File: config.mk
export PLATFORM = sky130hd
export DESIGN_NAME = param_divider_flat
export DESIGN_NICKNAME = d
export VERILOG_FILES = /design/src/rtl/div_pkg.sv /design/src/rtl/param_divider_if.sv /design/src/rtl/div_step.sv /design/src/rtl/param_divider.sv /design/src/flat_wrapper.sv
export SDC_FILE = /design/constraint.sdc
export NUM_CORES = 1
export LEC_CHECK = 0
export CAP_MARGIN = 20
export CORE_MARGIN = 4
export CORE_UTILIZATION = 25
export CTS_BUF_LIST = sky130_fd_sc_hd__clkbuf_4 sky130_fd_sc_hd__clkbuf_8
export DETAILED_ROUTE_END_ITERATION = 10
export PLACE_DENSITY = 0.49
export SLEW_MARGIN = 30
export SYNTH_ARGS = -nofsm -noshare
export SYNTH_HDL_FRONTEND = slang
export SYNTH_SLANG_ARGS = --single-unit
File: constraint.sdc
create_clock -name clk -period 7.7 [get_ports clk]
set_clock_uncertainty 0.05 [all_clocks]
set_input_delay 1.54 -clock clk [delete_from_list [all_inputs] [get_ports clk]]
set_output_delay 1.54 -clock clk [all_outputs]
set_load 0.01 [all_outputs]
File: src/rtl/div_pkg.sv
// Shared state, error-code and helper definitions for param_divider.
// DIV_RADIX4_EN switches the iteration datapath to two quotient bits per edge.
package div_pkg;

  typedef enum logic [1:0] {
    DIV_IDLE,
    DIV_CHECK,
    DIV_ITER,
    DIV_FIX
  } div_state_t;

  localparam logic [1:0] DIV_ERR_NONE = 2'b00;
  localparam logic [1:0] DIV_ERR_ZERO = 2'b01;
  localparam logic [1:0] DIV_ERR_OVF  = 2'b10;

  // Widest operand the negate helper handles (2*WIDTH must fit).
  localparam int DIV_MAX_W = 64;

`ifdef DIV_RADIX4_EN
  localparam int DIV_BPS = 2;
`else
  localparam int DIV_BPS = 1;
`endif

  function automatic logic [DIV_MAX_W-1:0] div_neg(input logic [DIV_MAX_W-1:0] v,
                                                   input int                   n);
    logic [DIV_MAX_W-1:0] mask;
    mask = (n >= DIV_MAX_W) ? '1 : ((DIV_MAX_W'(1) << n) - DIV_MAX_W'(1));
    return (~v + DIV_MAX_W'(1)) & mask;
  endfunction

endpackage

File: src/rtl/param_divider_if.sv
// Request/result bundle between a CPU execute stage (master) and param_divider (slave).
interface param_divider_if #(
  parameter int WIDTH = 16
);
  logic                 start;
  logic                 flush;
  logic                 is_half;
  logic                 is_signed;
  logic [2*WIDTH-1:0]   dividend;
  logic [WIDTH-1:0]     divisor;
  logic                 busy;
  logic                 complete;
  logic                 error;
  logic [1:0]           error_code;
  logic [WIDTH-1:0]     quotient;
  logic [WIDTH-1:0]     remainder;

  modport master (
    output start, flush, is_half, is_signed, dividend, divisor,
    input  busy, complete, error, error_code, quotient, remainder
  );

  modport slave (
    input  start, flush, is_half, is_signed, dividend, divisor,
    output busy, complete, error, error_code, quotient, remainder
  );
endinterface

File: src/rtl/div_step.sv
// Combinational restoring-division step: shifts in DIV_BPS dividend bits and
// retires DIV_BPS quotient bits (radix-4 when DIV_RADIX4_EN is defined).
module div_step
  import div_pkg::*;
#(
  parameter int WIDTH = 16
) (
  input  logic [WIDTH-1:0]   rem_i,
  input  logic [WIDTH-1:0]   div_i,
  input  logic [DIV_BPS-1:0] bits_i,
  output logic [WIDTH-1:0]   rem_o,
  output logic [DIV_BPS-1:0] q_o
);

`ifdef DIV_RADIX4_EN
  logic [WIDTH+1:0] trial;
  logic [WIDTH+1:0] d1;
  logic [WIDTH+1:0] d2;
  logic [WIDTH+1:0] d3;
  logic [WIDTH+1:0] sub;

  assign trial = {rem_i, bits_i};
  assign d1    = {2'b00, div_i};
  assign d2    = {1'b0, div_i, 1'b0};
  assign d3    = d1 + d2;

  // rem_i < div_i guarantees trial < 4*div_i, so one of the four digits fits.
  always_comb begin
    q_o = 2'd0;
    sub = '0;
    if (trial >= d3) begin
      q_o = 2'd3;
      sub = d3;
    end else if (trial >= d2) begin
      q_o = 2'd2;
      sub = d2;
    end else if (trial >= d1) begin
      q_o = 2'd1;
      sub = d1;
    end
  end

  assign rem_o = WIDTH'(trial - sub);
`else
  logic [WIDTH:0] trial;
  logic [WIDTH:0] dext;
  logic           ge;

  assign trial = {rem_i, bits_i};
  assign dext  = {1'b0, div_i};
  assign ge    = (trial >= dext);
  assign q_o   = ge;
  assign rem_o = WIDTH'(ge ? (trial - dext) : trial);
`endif

endmodule

File: src/rtl/param_divider.sv
// Sequential 2N/N -> N divider (N = WIDTH or WIDTH/2), unsigned or truncating signed.
// Optional DIV_RADIX4_EN halves the iteration count. WIDTH must be <= 32.
module param_divider
  import div_pkg::*;
#(
  parameter int WIDTH = 16
) (
  input  logic          clk,
  input  logic          reset_n,
  param_divider_if.slave bus
);

  localparam int HW    = WIDTH / 2;
  localparam int CNT_W = $clog2(WIDTH + 1);

  div_state_t         state_q, state_d;
  logic               busy_q, busy_d;
  logic               complete_q, complete_d;
  logic               error_q, error_d;
  logic [1:0]         err_code_q, err_code_d;
  logic [WIDTH-1:0]   quot_q, quot_d;
  logic [WIDTH-1:0]   rmd_q, rmd_d;
  logic [CNT_W-1:0]   cnt_q, cnt_d;

  logic               half_q, half_d;
  logic               signed_q, signed_d;
  logic               sd_q, sd_d;
  logic               sv_q, sv_d;
  logic [2*WIDTH-1:0] dvd_mag_q, dvd_mag_d;
  logic [WIDTH-1:0]   dsr_mag_q, dsr_mag_d;
  logic [WIDTH-1:0]   prem_q, prem_d;
  logic [WIDTH-1:0]   lo_q, lo_d;

  logic [2*WIDTH-1:0] dvd_in;
  logic [WIDTH-1:0]   dsr_in;
  logic               dvd_sign;
  logic               dsr_sign;
  logic [WIDTH-1:0]   chk_hi;
  logic [WIDTH-1:0]   chk_lo;
  logic [WIDTH-1:0]   q_mag;
  logic [WIDTH-1:0]   q_top;
  logic               q_neg;
  logic               q_ovf;
  logic [WIDTH-1:0]   step_rem;
  logic [DIV_BPS-1:0] step_q;

  function automatic logic [WIDTH-1:0] neg_n(input logic [WIDTH-1:0] v, input logic half);
    return WIDTH'(div_neg(DIV_MAX_W'(v), half ? HW : WIDTH));
  endfunction

  function automatic logic [2*WIDTH-1:0] neg_2n(input logic [2*WIDTH-1:0] v, input logic half);
    return (2*WIDTH)'(div_neg(DIV_MAX_W'(v), half ? WIDTH : 2*WIDTH));
  endfunction

  assign dvd_in   = bus.is_half ? {{WIDTH{1'b0}}, bus.dividend[WIDTH-1:0]} : bus.dividend;
  assign dsr_in   = bus.is_half ? {{HW{1'b0}}, bus.divisor[HW-1:0]} : bus.divisor;
  assign dvd_sign = bus.is_signed & (bus.is_half ? bus.dividend[WIDTH-1] : bus.dividend[2*WIDTH-1]);
  assign dsr_sign = bus.is_signed & (bus.is_half ? bus.divisor[HW-1] : bus.divisor[WIDTH-1]);

  // Half mode left-aligns the low dividend bits so the step always reads the MSB.
  assign chk_hi = half_q ? {{HW{1'b0}}, dvd_mag_q[WIDTH-1:HW]} : dvd_mag_q[2*WIDTH-1:WIDTH];
  assign chk_lo = half_q ? {dvd_mag_q[HW-1:0], {HW{1'b0}}} : dvd_mag_q[WIDTH-1:0];

  assign q_mag = half_q ? {{HW{1'b0}}, lo_q[HW-1:0]} : lo_q;
  assign q_top = half_q ? (WIDTH'(1) << (HW - 1)) : (WIDTH'(1) << (WIDTH - 1));
  assign q_neg = signed_q & (sd_q ^ sv_q);
  assign q_ovf = signed_q & (q_neg ? (q_mag > q_top) : (q_mag >= q_top));

  div_step #(
    .WIDTH (WIDTH)
  ) u_step (
    .rem_i  (prem_q),
    .div_i  (dsr_mag_q),
    .bits_i (lo_q[WIDTH-1 -: DIV_BPS]),
    .rem_o  (step_rem),
    .q_o    (step_q)
  );

  always_comb begin
    state_d    = state_q;
    busy_d     = busy_q;
    complete_d = 1'b0;
    error_d    = 1'b0;
    err_code_d = err_code_q;
    quot_d     = quot_q;
    rmd_d      = rmd_q;
    cnt_d      = cnt_q;
    half_d     = half_q;
    signed_d   = signed_q;
    sd_d       = sd_q;
    sv_d       = sv_q;
    dvd_mag_d  = dvd_mag_q;
    dsr_mag_d  = dsr_mag_q;
    prem_d     = prem_q;
    lo_d       = lo_q;

    if (bus.flush) begin
      state_d = DIV_IDLE;
      busy_d  = 1'b0;
    end else begin
      case (state_q)
        DIV_IDLE: begin
          if (bus.start) begin
            half_d     = bus.is_half;
            signed_d   = bus.is_signed;
            sd_d       = dvd_sign;
            sv_d       = dsr_sign;
            dvd_mag_d  = dvd_sign ? neg_2n(dvd_in, bus.is_half) : dvd_in;
            dsr_mag_d  = dsr_sign ? neg_n(dsr_in, bus.is_half) : dsr_in;
            err_code_d = DIV_ERR_NONE;
            busy_d     = 1'b1;
            state_d    = DIV_CHECK;
          end
        end
        DIV_CHECK: begin
          if (dsr_mag_q == '0) begin
            error_d    = 1'b1;
            err_code_d = DIV_ERR_ZERO;
            busy_d     = 1'b0;
            state_d    = DIV_IDLE;
          end else if (chk_hi >= dsr_mag_q) begin
            error_d    = 1'b1;
            err_code_d = DIV_ERR_OVF;
            busy_d     = 1'b0;
            state_d    = DIV_IDLE;
          end else begin
            prem_d  = chk_hi;
            lo_d    = chk_lo;
            cnt_d   = half_q ? CNT_W'(HW / DIV_BPS) : CNT_W'(WIDTH / DIV_BPS);
            state_d = DIV_ITER;
          end
        end
        DIV_ITER: begin
          prem_d = step_rem;
          lo_d   = {lo_q[WIDTH-DIV_BPS-1:0], step_q};
          cnt_d  = cnt_q - CNT_W'(1);
          if (cnt_q == CNT_W'(1)) begin
            state_d = DIV_FIX;
          end
        end
        DIV_FIX: begin
          busy_d  = 1'b0;
          state_d = DIV_IDLE;
          if (q_ovf) begin
            error_d    = 1'b1;
            err_code_d = DIV_ERR_OVF;
          end else begin
            complete_d = 1'b1;
            quot_d     = q_neg ? neg_n(q_mag, half_q) : q_mag;
            rmd_d      = (signed_q & sd_q) ? neg_n(prem_q, half_q) : prem_q;
          end
        end
        default: begin
          state_d = DIV_IDLE;
          busy_d  = 1'b0;
        end
      endcase
    end
  end

  always_ff @(posedge clk or negedge reset_n) begin
    if (!reset_n) begin
      state_q    <= DIV_IDLE;
      busy_q     <= 1'b0;
      complete_q <= 1'b0;
      error_q    <= 1'b0;
      err_code_q <= DIV_ERR_NONE;
      quot_q     <= '0;
      rmd_q      <= '0;
      cnt_q      <= '0;
    end else begin
      state_q    <= state_d;
      busy_q     <= busy_d;
      complete_q <= complete_d;
      error_q    <= error_d;
      err_code_q <= err_code_d;
      quot_q     <= quot_d;
      rmd_q      <= rmd_d;
      cnt_q      <= cnt_d;
    end
  end

  always_ff @(posedge clk) begin
    half_q    <= half_d;
    signed_q  <= signed_d;
    sd_q      <= sd_d;
    sv_q      <= sv_d;
    dvd_mag_q <= dvd_mag_d;
    dsr_mag_q <= dsr_mag_d;
    prem_q    <= prem_d;
    lo_q      <= lo_d;
  end

  assign bus.busy       = busy_q;
  assign bus.complete   = complete_q;
  assign bus.error      = error_q;
  assign bus.error_code = err_code_q;
  assign bus.quotient   = quot_q;
  assign bus.remainder  = rmd_q;

endmodule
File: src/flat_wrapper.sv
// flat-port wrapper written by rule: the top's interface ports become plain ports
module param_divider_flat import div_pkg::*;
#(
  parameter int WIDTH = 16
)
  (clk, reset_n, bus_start, bus_flush, bus_is_half, bus_is_signed, bus_dividend, bus_divisor, bus_busy, bus_complete, bus_error, bus_error_code, bus_quotient, bus_remainder);
  param_divider_if #(.WIDTH(WIDTH)) bus_i ();
  input  logic clk;
  input  logic reset_n;
  input wire logic [$bits(bus_i.start)-1:0] bus_start;
  input wire logic [$bits(bus_i.flush)-1:0] bus_flush;
  input wire logic [$bits(bus_i.is_half)-1:0] bus_is_half;
  input wire logic [$bits(bus_i.is_signed)-1:0] bus_is_signed;
  input wire logic [$bits(bus_i.dividend)-1:0] bus_dividend;
  input wire logic [$bits(bus_i.divisor)-1:0] bus_divisor;
  output wire logic [$bits(bus_i.busy)-1:0] bus_busy;
  output wire logic [$bits(bus_i.complete)-1:0] bus_complete;
  output wire logic [$bits(bus_i.error)-1:0] bus_error;
  output wire logic [$bits(bus_i.error_code)-1:0] bus_error_code;
  output wire logic [$bits(bus_i.quotient)-1:0] bus_quotient;
  output wire logic [$bits(bus_i.remainder)-1:0] bus_remainder;
  assign bus_i.start = bus_start;
  assign bus_i.flush = bus_flush;
  assign bus_i.is_half = bus_is_half;
  assign bus_i.is_signed = bus_is_signed;
  assign bus_i.dividend = bus_dividend;
  assign bus_i.divisor = bus_divisor;
  assign bus_busy = bus_i.busy;
  assign bus_complete = bus_i.complete;
  assign bus_error = bus_i.error;
  assign bus_error_code = bus_i.error_code;
  assign bus_quotient = bus_i.quotient;
  assign bus_remainder = bus_i.remainder;
  param_divider #(.WIDTH(WIDTH)) u_core (.clk(clk), .reset_n(reset_n), .bus(bus_i));
endmodule
Word level (Yosys, flattened, before mapping)
Index checks and enable logic that the tools add are counted.
- register bits after elaboration: 128
- input port bits: 54
- output and inout bits: 37
- logic and storage cells: 128
- magnitude comparators: 7
- $add $sub $neg: 9
- muxes and demuxes: 54
- reduce and logical (&&, ||, !) cells: 11
- shift operators: 3
- bitwise operators: 16
- equality and inequality tests: 12
- operator list (kind ; count):
    two-way mux 16 bit ; 15
    greater-or-equal comparator 32 x 8 -> 1 bit, second input constant ; 3
    two-way mux 32 bit ; 3
    case mux 16 bit (2 select lines) ; 2
    adder 16 x 1 -> 16 bit, second input constant ; 3
    AND 16 bit ; 3
    NOT 16 bit ; 3
    adder 32 x 1 -> 32 bit, second input constant ; 1
    AND 32 bit ; 1
    greater-or-equal comparator 16 bit ; 2
    NOT 32 bit ; 1
    << shifter 1 x 32 -> 16 bit, first input constant ; 1
    << shifter 1 x 32 -> 32 bit, first input constant ; 1
    subtractor 16 x 1 -> 16 bit, second input constant ; 2
    subtractor 32 x 1 -> 32 bit, second input constant ; 1
    two-way mux 5 bit ; 5
    two-way mux 2 bit ; 9
    greater-or-equal comparator 17 x 16 -> 1 bit ; 1
    greater-than comparator 16 bit ; 1
    logical NOT 16 bit ; 1
    << shifter 1 x 5 -> 16 bit, first input constant ; 1
    subtractor 16 bit ; 1
    two-way mux 1 bit ; 14
    case mux 5 bit (2 select lines) ; 1
    other kinds (26) ; 36

Depth between registers and ports, before layout
Gate-level depths: netlist (run 1).
- word-level depth: 7
- gate-level depth with buffers: 11

By module
From an unflattened synthesis (run 1), not the netlist that was laid out.
- cells, all modules: 888
- area total of the unflattened synthesis: 8401.8 um^2
- modules (own cells, without submodules) (module ; cells an instance ; seq. area each (um^2) ; instances ; area an instance (um^2)):
    param_divider ; 732 ; 3623.5 ; 1 ; 7236.9
    div_step ; 156 ; 0.0 ; 1 ; 1164.9

Least setup slack after synthesis (run 1)
No wires, ideal clock.
- kind: reg-to-reg
- from: reg u_core.half_q
- to: reg u_core.cnt_q[2]
- arrival: 5.061 ns
- path slack: 2.330 ns
- cell stages (with the launch flop): 11
- data required time: 7.391 ns
- period minus slack after synthesis: 5.370 ns
- path buffers: 1
- setup time: 0.259 ns
- cell sequence: edfxtp_1 clkbuf_1 mux2_2 ha_1 a211oi_1 o21ai_0 a21oi_1 o211ai_1 a21oi_1 a21boi_0 o221ai_1
- word-level cells in the longest chain between the ends: 4
- RTL lines (what ; RTL line ; RTL):
    from (decl) ; param_divider.sv:25 ; logic half_q, half_d;
    from (signal assigned) ; param_divider.sv:184 ; half_q <= half_d;
    two-way mux 16 bit ; param_divider.sv:61 ; assign chk_hi = half_q ? {{HW{1'b0}}, dvd_mag_q[WIDTH-1:HW]} : dvd_mag_q[2*WIDTH-1:WIDTH];
    greater-or-equal comparator 16 bit ; param_divider.sv:121 ; end else if (chk_hi >= dsr_mag_q) begin
    != test 2 bit (no source line) ; n/a ;
    AND reduction 4 bit (no source line) ; n/a ;
    to (signal assigned) ; param_divider.sv:179 ; cnt_q <= cnt_d;
    to (decl) ; param_divider.sv:23 ; logic [CNT_W-1:0] cnt_q, cnt_d;
Every way passes these cells.
A chain may end at the register's enable or synchronous reset.

Worst setup path in the final report (run 1)
- from: reg u_core.half_q
- to: reg u_core.prem_q[14], enable pin
- word-level cells in the longest chain between the ends: 4
- RTL lines (what ; RTL line ; RTL):
    two-way mux 16 bit ; param_divider.sv:61 ;
    greater-or-equal comparator 16 bit ; param_divider.sv:121 ;
    != test 2 bit (no source line) ; n/a ;
    AND reduction 4 bit (no source line) ; n/a ;
    to (signal assigned) ; param_divider.sv:190 ; prem_q <= prem_d;
    to (decl) ; param_divider.sv:31 ; logic [WIDTH-1:0] prem_q, prem_d;
Every way passes these cells.

==> out/summary.txt, run 1 <==
maximum vdd ir drop - 0.102 mV
Rel. slew slack - 43.8%
arrival time of the worst setup path - 4.09 ns
final setup vio count - 0
first-pass GRT wire length - 35.1 mm
leakage - 3.80 nW
Die Width - 189 um
ANT nets after route - 0
CTS Buf Count - 17
top cells by area, synth - edfxtp_1 (31%), dfrtp_1 (13%), ha_1 (6.6%)
Rows - 65
Yosys warning count - 0
worst skew pair latency - 0.46 ns
Mapped Area - 8170 um2
CTS root buffer - clkbuf_8
Distinct cells, synth - 58
CP Class - register to register
top cell type's share of synthesized area - 30.9%
number of synthesized flops with an enable pin - 84
predominant post-synthesis flop cell - edfxtp_1
clock sink count - 128
Synth Register Bits - 128
Tmin final - 4.02 ns
pin count of the biggest net entering global routing - 63
drt wl/cell - 15.4 um
worst path required time - 7.77 ns
largest area contributor in the netlist - edfxtp_1
# fillers - 3389
final hold violations - 0
sequential share of the synthesized area - 44.3%
layout cells sized above 1 - 6.35%
setup TNS - 0 ns
synthesized instance count - 883
Core ar. - 31900 um2
CTS tree - built
grt ovf - 0
Synth Area per Inst - 9.26 um2
vias - 6493
top sig layer - met4
drt total wl - 21.7 mm
Longest Clk Path Bufs - 2
Pre-antenna DRT Iters - 7
hold path endpoint - u_core.bus.quotient[13]
CTS resizes - 0
Reg2Reg Depth - 10
Pwr Density - 258 nW/um2
DIE AREA - 35700 um2
Max Freq - 249 MHz
Metal-1 WL - 11.4 mm
PortBufs - 90
HP Class - register to register
largest stage delay on the critical path - 0.59 ns
antenna diode count - 0
vias in the first global route - 6445
Slowest-stage cell, CP - a21boi_2
Setup crit start kind - register
hold path cells - 2
Initial Util - 25.6%
final period utilization - 52.2%
DR WL met2 - 8.97 mm
asr flop ratio synth - 34.4%
Worst R2R Start - u_core.half_q
CTS hold repair buffers - 0
Detailed Place HPWL - 16.9 mm
Crit. End Element - register
RePlAce Congestion - 0.848
Routed met3 length - 1.09 mm
Max-cap violations - 0
Worst-Margin Slew - 0.841 ns
Max Slew Vio Count - 0
Initial DRC Count - 496
RSZ-0062 raised after global routing - false
Ports - 91
peak fanout along the critical path - 43
startpoint of the worst hold path - u_core.bus.quotient[13]
outcome - completed
area added between synthesis and finish - 21.5%
Die Span Y - 189 um
DR vias/cell - 4.60
drc violations - 0
worst path cell trace - buf_4 -> mux2_2 -> ha_1 -> a211oi_1 -> o21ai_0 -> a21oi_1 -> o211ai_1 -> a21oi_1 -> a21boi_2 -> buf_4
initial antenna violation count - 0
final core occ - 31.1%
Syn Nets - 981
Reg clk slew, reported paths - 0.08 ns
Final Power - 2.56 mW
flop-to-flop setup slack - 3.68 ns
Setup Buffers After CTS - 0
Post-layout nets - 1062
aggregate global-route resource usage - 12.3%
H-Tree Depth - 4
Reg-to-Reg End - u_core.prem_q[14]
[layout make-up]
cell class	count	area (um2)	area share, %
Tap cell	435	544	5.48
Clock inverter	15	144	1.45
Sequential cell	128	3620	36.5
Clock buffer	17	234	2.36
Multi-Input combinational cell	676	4270	43.0
Inverter	44	165	1.66
Timing Repair Buffer	97	951	9.58
[kinds of logic after synthesis]
family	Yosys count	share of synthesized area, %
AND/OR/NAND/NOR	313	17.7
adder cells (fa/ha/maj)	44	6.83
AO/OA/AOI/OAI	209	14.9
buffers and inverters	79	3.69
flip-flops	128	44.3
XOR/XNOR	72	7.71
multiplexers	38	4.82
[flip-flops by register name, summed over array words and instances (netlist names)]
name / count
u_core.bus.busy: 1
u_core.bus.complete: 1
u_core.bus.error: 1
u_core.bus.error_code: 2
u_core.bus.quotient: 16
u_core.bus.remainder: 16
u_core.cnt_q: 5
u_core.dsr_mag_q: 16
u_core.dvd_mag_q: 32
u_core.half_q: 1
u_core.lo_q: 16
u_core.prem_q: 16
u_core.sd_q: 1
u_core.signed_q: 1
u_core.state_q: 2
u_core.sv_q: 1
[critical path, delay by kind of cell, from the launching register on]
kind            cells  cell delay, ns
fa+ha+maj           1            0.29
flops               1            0.32
compound gates      6            1.71
buf+inv             2            0.89
mux                 1            0.41
[per-layer routing]
metal	vias up	track usage, %
met5	-	0
met4	0	3.28
met2	154	18.1
met3	16	2.91
met1	3008	18.0
li1	3315	-
[stage by stage]
stage	setup WS (ns)	cell area (um2)	hold WS, ns	instances
3_5_place_dp	3.35	9550	0.420	1380
2_1_floorplan	2.33	8170	0.406	883
5_1_grt	3.40	9930	0.462	1412
3_3_place_gp	3.38	9550	0.412	1380
6_report	3.68	9930	0.429	1412
4_1_cts	3.59	9930	0.439	1412
[worst max path at each step]
stage	from	endpoint	slack [ns]	cells past startpoint
CTS	u_core.half_q	u_core.prem_q[4]	3.59	10
global placement	bus_dividend[8]	u_core.dvd_mag_q[27]	3.38	8
global route	u_core.half_q	u_core.prem_q[1]	3.40	10
floorplan	u_core.half_q	u_core.cnt_q[2]	2.33	10
finish	u_core.half_q	u_core.prem_q[14]	3.68	10
detailed placement	bus_dividend[8]	u_core.dvd_mag_q[27]	3.35	8
[power breakdown]
group          switching [mW]  total, mW  internal [mW]  leakage, nW
sequential              0.127       1.06          0.930         1.33
combinational           0.496      0.937          0.441         2.29
clock                   0.281      0.566          0.284        0.183
total                   0.904       2.56           1.66         3.80
[synthesized netlist by cell type (7+ instances only)]
| cell type | count |
|---|---|
| nor2b_1 | 14 |
| nor3_1 | 23 |
| edfxtp_1 | 84 |
| o31ai_1 | 23 |
| xor2_1 | 24 |
| nor4_1 | 13 |
| nor2_1 | 106 |
| inv_1 | 42 |
| nand2b_1 | 7 |
| nand2_1 | 102 |
| mux2_2 | 11 |
| a31oi_1 | 10 |
| nand3_1 | 10 |
| a21oi_1 | 72 |
| clkbuf_1 | 30 |
| ha_1 | 43 |
| or3_1 | 12 |
| dfrtp_1 | 44 |
| mux2i_1 | 27 |
| xnor2_1 | 48 |
| o21ai_0 | 69 |
[cells in the final DEF (no fill, tap or decap), types with 3 or more instances in the layout]
cell             count
mux2_2              11
buf_4                8
nor2b_1             14
clkdlybuf4s50_1     89
ha_1                42
dfrtp_1             44
nor2_1             105
clkinv_2             4
o31ai_1             23
o211ai_1             3
clkinvlp_4           4
a22o_1               4
clkbuf_8            17
xnor2_1             48
nor4_1              13
or3_1               12
and2_1               3
clkinv_1             4
a21oi_1             72
nor3_1              23
nand4_1              6
a31oi_1              9
a21o_1               4
edfxtp_1            84
xor2_1              24
nand2_1            102
nand2b_1             7
mux2i_1             27
nand3_1             10
o21ai_0             69
a211oi_1             5
inv_1               42
No activity file was read; power rests on OpenSTA's default activity.
==> run 2: changes to the inputs <==
- clock period: 7.7 -> 4.2 ns (I/O delays scaled with it)
==> out/summary.txt, run 2 (synthesized netlist as in run 1, its figures left out) <==
Post-layout nets - 1066 (+0.38%)
leakage - 3.84 nW (+1.0%)
Setup crit start kind - register
Worst-Margin Slew - 0.852 ns (+0.0116 ns)
flop-to-flop setup slack - 0.63 ns (-3.05 ns)
Worst R2R Start - u_core.half_q
final period utilization - 85.1% (+33 points)
grt ovf - 0 (unchanged)
Pwr Density - 471 nW/um2 (+83%)
antenna diode count - 0 (unchanged)
Max Freq - 280 MHz (+13%)
Detailed Place HPWL - 17.3 mm (+2.4%)
vias - 6595 (+1.6%)
Longest Clk Path Bufs - 2 (unchanged)
final setup margin - 0.626 ns (-3.05 ns)
Reg clk slew, reported paths - 0.07 ns (about the same)
RePlAce Congestion - 0.852 (+0.40%)
pre-CTS setup slack - 0.578 ns (-2.77 ns)
# fillers - 3423 (+1.0%)
Initial Util - 25.6% (unchanged)
Min Hold Slack - 0.335 ns (-0.0945 ns)
drt wl/cell - 15.7 um (+2.1%)
most frequent cells in the layout - nor2_1 (105), nand2_1 (102), clkdlybuf4s50_1 (89), edfxtp_1 (84), a21oi_1 (72)
Core ar. - 31900 um2 (unchanged)
final hold violations - 0 (unchanged)
setup TNS - 0 ns (unchanged)
clock sink count - 128 (unchanged)
initial antenna violation count - 0 (unchanged)
worst path cell trace - buf_4 -> mux2_2 -> ha_1 -> a211oi_1 -> o21ai_0 -> a21oi_1 -> o211ai_1 -> a21oi_1 -> a21boi_2 -> buf_4
CP Class - register to register
layout cells sized above 1 - 6.93% (+0.59 points)
area of the multi-input gates - 4270 um2 (unchanged)
critical path endpoint - u_core.prem_q[2]
area added between synthesis and finish - 21.7%
FF/Latch Area - 3620 um2 (unchanged)
ANT nets after route - 0 (unchanged)
DR vias/cell - 4.66 (+1.3%)
DP Area - 9580 um2 (+0.31%)
Largest delay share family, worst path - compound AO/OA/AOI/OAI gates
first-pass GRT wire length - 35.8 mm (+1.9%)
arrival time of the worst setup path - 3.63 ns (-0.46 ns)
Rows - 65 (unchanged)
drc violations - 0 (unchanged)
Post-Layout Inst Area - 9950 um2 (+0.20%)
DIE AREA - 35700 um2 (unchanged)
Ports - 91 (unchanged)
number of cells on the critical path - 10 (unchanged)
Pre-antenna DRT Iters - 5 (-2)
commonest non-fill, non-tap cell in the layout - nor2_1
pin count of the biggest net entering global routing - 53 (-16%)
Largest register FFs - 32 (unchanged)
Die Span Y - 189 um (unchanged)
Die Width - 189 um (unchanged)
CTS Buf Count - 17 (unchanged)
vias in the first global route - 6487 (+0.65%)
largest stage delay on the critical path - 0.49 ns (-0.10 ns)
H-Tree Depth - 4 (unchanged)
PortBufs - 90 (unchanged)
peak fanout along the critical path - 22 (-49%)
CTS tree - built
Worst Setup SP - u_core.half_q
Rel. slew slack - 43.2% (-0.64 points)
Tmin final - 3.57 ns (-0.447 ns)
CTS root buffer - clkbuf_8
final setup vio count - 0 (unchanged)
CTS resizes - 0 (unchanged)
Crit. End Element - register
drt total wl - 22.2 mm (+2.4%)
Setup Buffers After CTS - 0 (unchanged)
Buf/Inv on CP - 2 (unchanged)
HP Class - input pin to asynchronous set/reset pin
worst skew pair latency - 0.45 ns (about the same)
Slowest-stage cell, CP - edfxtp_1
CTS hold repair buffers - 0 (unchanged)
RSZ-0062 raised after global routing - false
Max-cap violations - 0 (unchanged)
aggregate global-route resource usage - 12.5% (+0.25 points)
outcome - completed
worst path required time - 4.26 ns (-3.51 ns)
Max Slew Vio Count - 0 (unchanged)
Initial DRC Count - 501 (+1.0%)
Reg-to-Reg End - u_core.prem_q[2]
Reg2Reg Depth - 10 (unchanged)
Top reg by flops - u_core.dvd_mag_q
maximum vdd ir drop - 0.201 mV (+97%)
-- run 2: changes by cell type in the layout (fill, tap and decap cells not counted) --
cell and delta:
clkbuf_8 +2, clkinvlp_4 -4, bufinv_16 -1, clkinv_1 -2, buf_4 +4, clkbuf_4 +6, clkinv_2 +1, inv_4 +1
inv_6 -2, clkinv_4 -1
-- run 2: stage by stage --
| step | power, mW | std cells | util, % |
|---|---|---|---|
| 2_1_floorplan | 2.94 | 883 | - |
| 3_3_place_gp | 3.71 | 1384 | 30.1 |
| 3_5_place_dp | 3.72 | 1384 | 30.1 |
| 4_1_cts | 4.75 | 1416 | 31.2 |
| 5_1_grt | 5.04 | 1416 | 31.2 |
| 6_report | 4.69 | 1416 | 31.2 |
-- run 2: where the power goes --
| group | total, mW | switching [mW] | internal [mW] |
|---|---|---|---|
| Clock | 1.02 | 0.483 | 0.534 |
| Sequential | 1.94 | 0.235 | 1.70 |
| Combinational | 1.73 | 0.915 | 0.816 |
-- run 2: worst min path at each step --
stage,startpoint,endpoint,slack [ns],cells after the start
after floorplan,u_core.cnt_q[4],u_core.cnt_q[4],0.41,1
after global placement,u_core.bus.remainder[6],u_core.bus.remainder[6],0.41,2
after detailed placement,u_core.bus.quotient[15],u_core.bus.quotient[15],0.42,2
after CTS,reset_n,u_core.bus.quotient[11],0.33,1
after global routing,reset_n,u_core.bus.quotient[11],0.35,1
final,reset_n,u_core.bus.quotient[11],0.33,1
-- run 2: routing by layer --
layer	GRT usage, %	up-vias	part of all wire, %
li1	-	3318	-
met1	18.5	3080	52
met2	18.8	179	42
met3	2.41	18	4.8
met4	3.22	0	1.0
met5	0	-	0
-- run 2: cell type report --
| type | instances | area share [%] |
|---|---|---|
| Multi-Input combinational cell | 676 | 42.9 |
| Timing Repair Buffer | 101 | 9.86 |
| Inverter | 44 | 1.66 |
| Clock buffer | 25 | 3.08 |
| Clock inverter | 7 | 0.616 |
| Tap cell | 435 | 5.47 |
| Sequential cell | 128 | 36.4 |
-- run 2: worst reg2reg max path, cell delays in order, from the launching register on --
cell and delay, ns:
edfxtp_1 0.49, buf_4 0.30, mux2_2 0.38, ha_1 0.29, a211oi_1 0.23, o21ai_0 0.12
a21oi_1 0.20, o211ai_1 0.21, a21oi_1 0.38, a21boi_2 0.24, buf_4 0.34
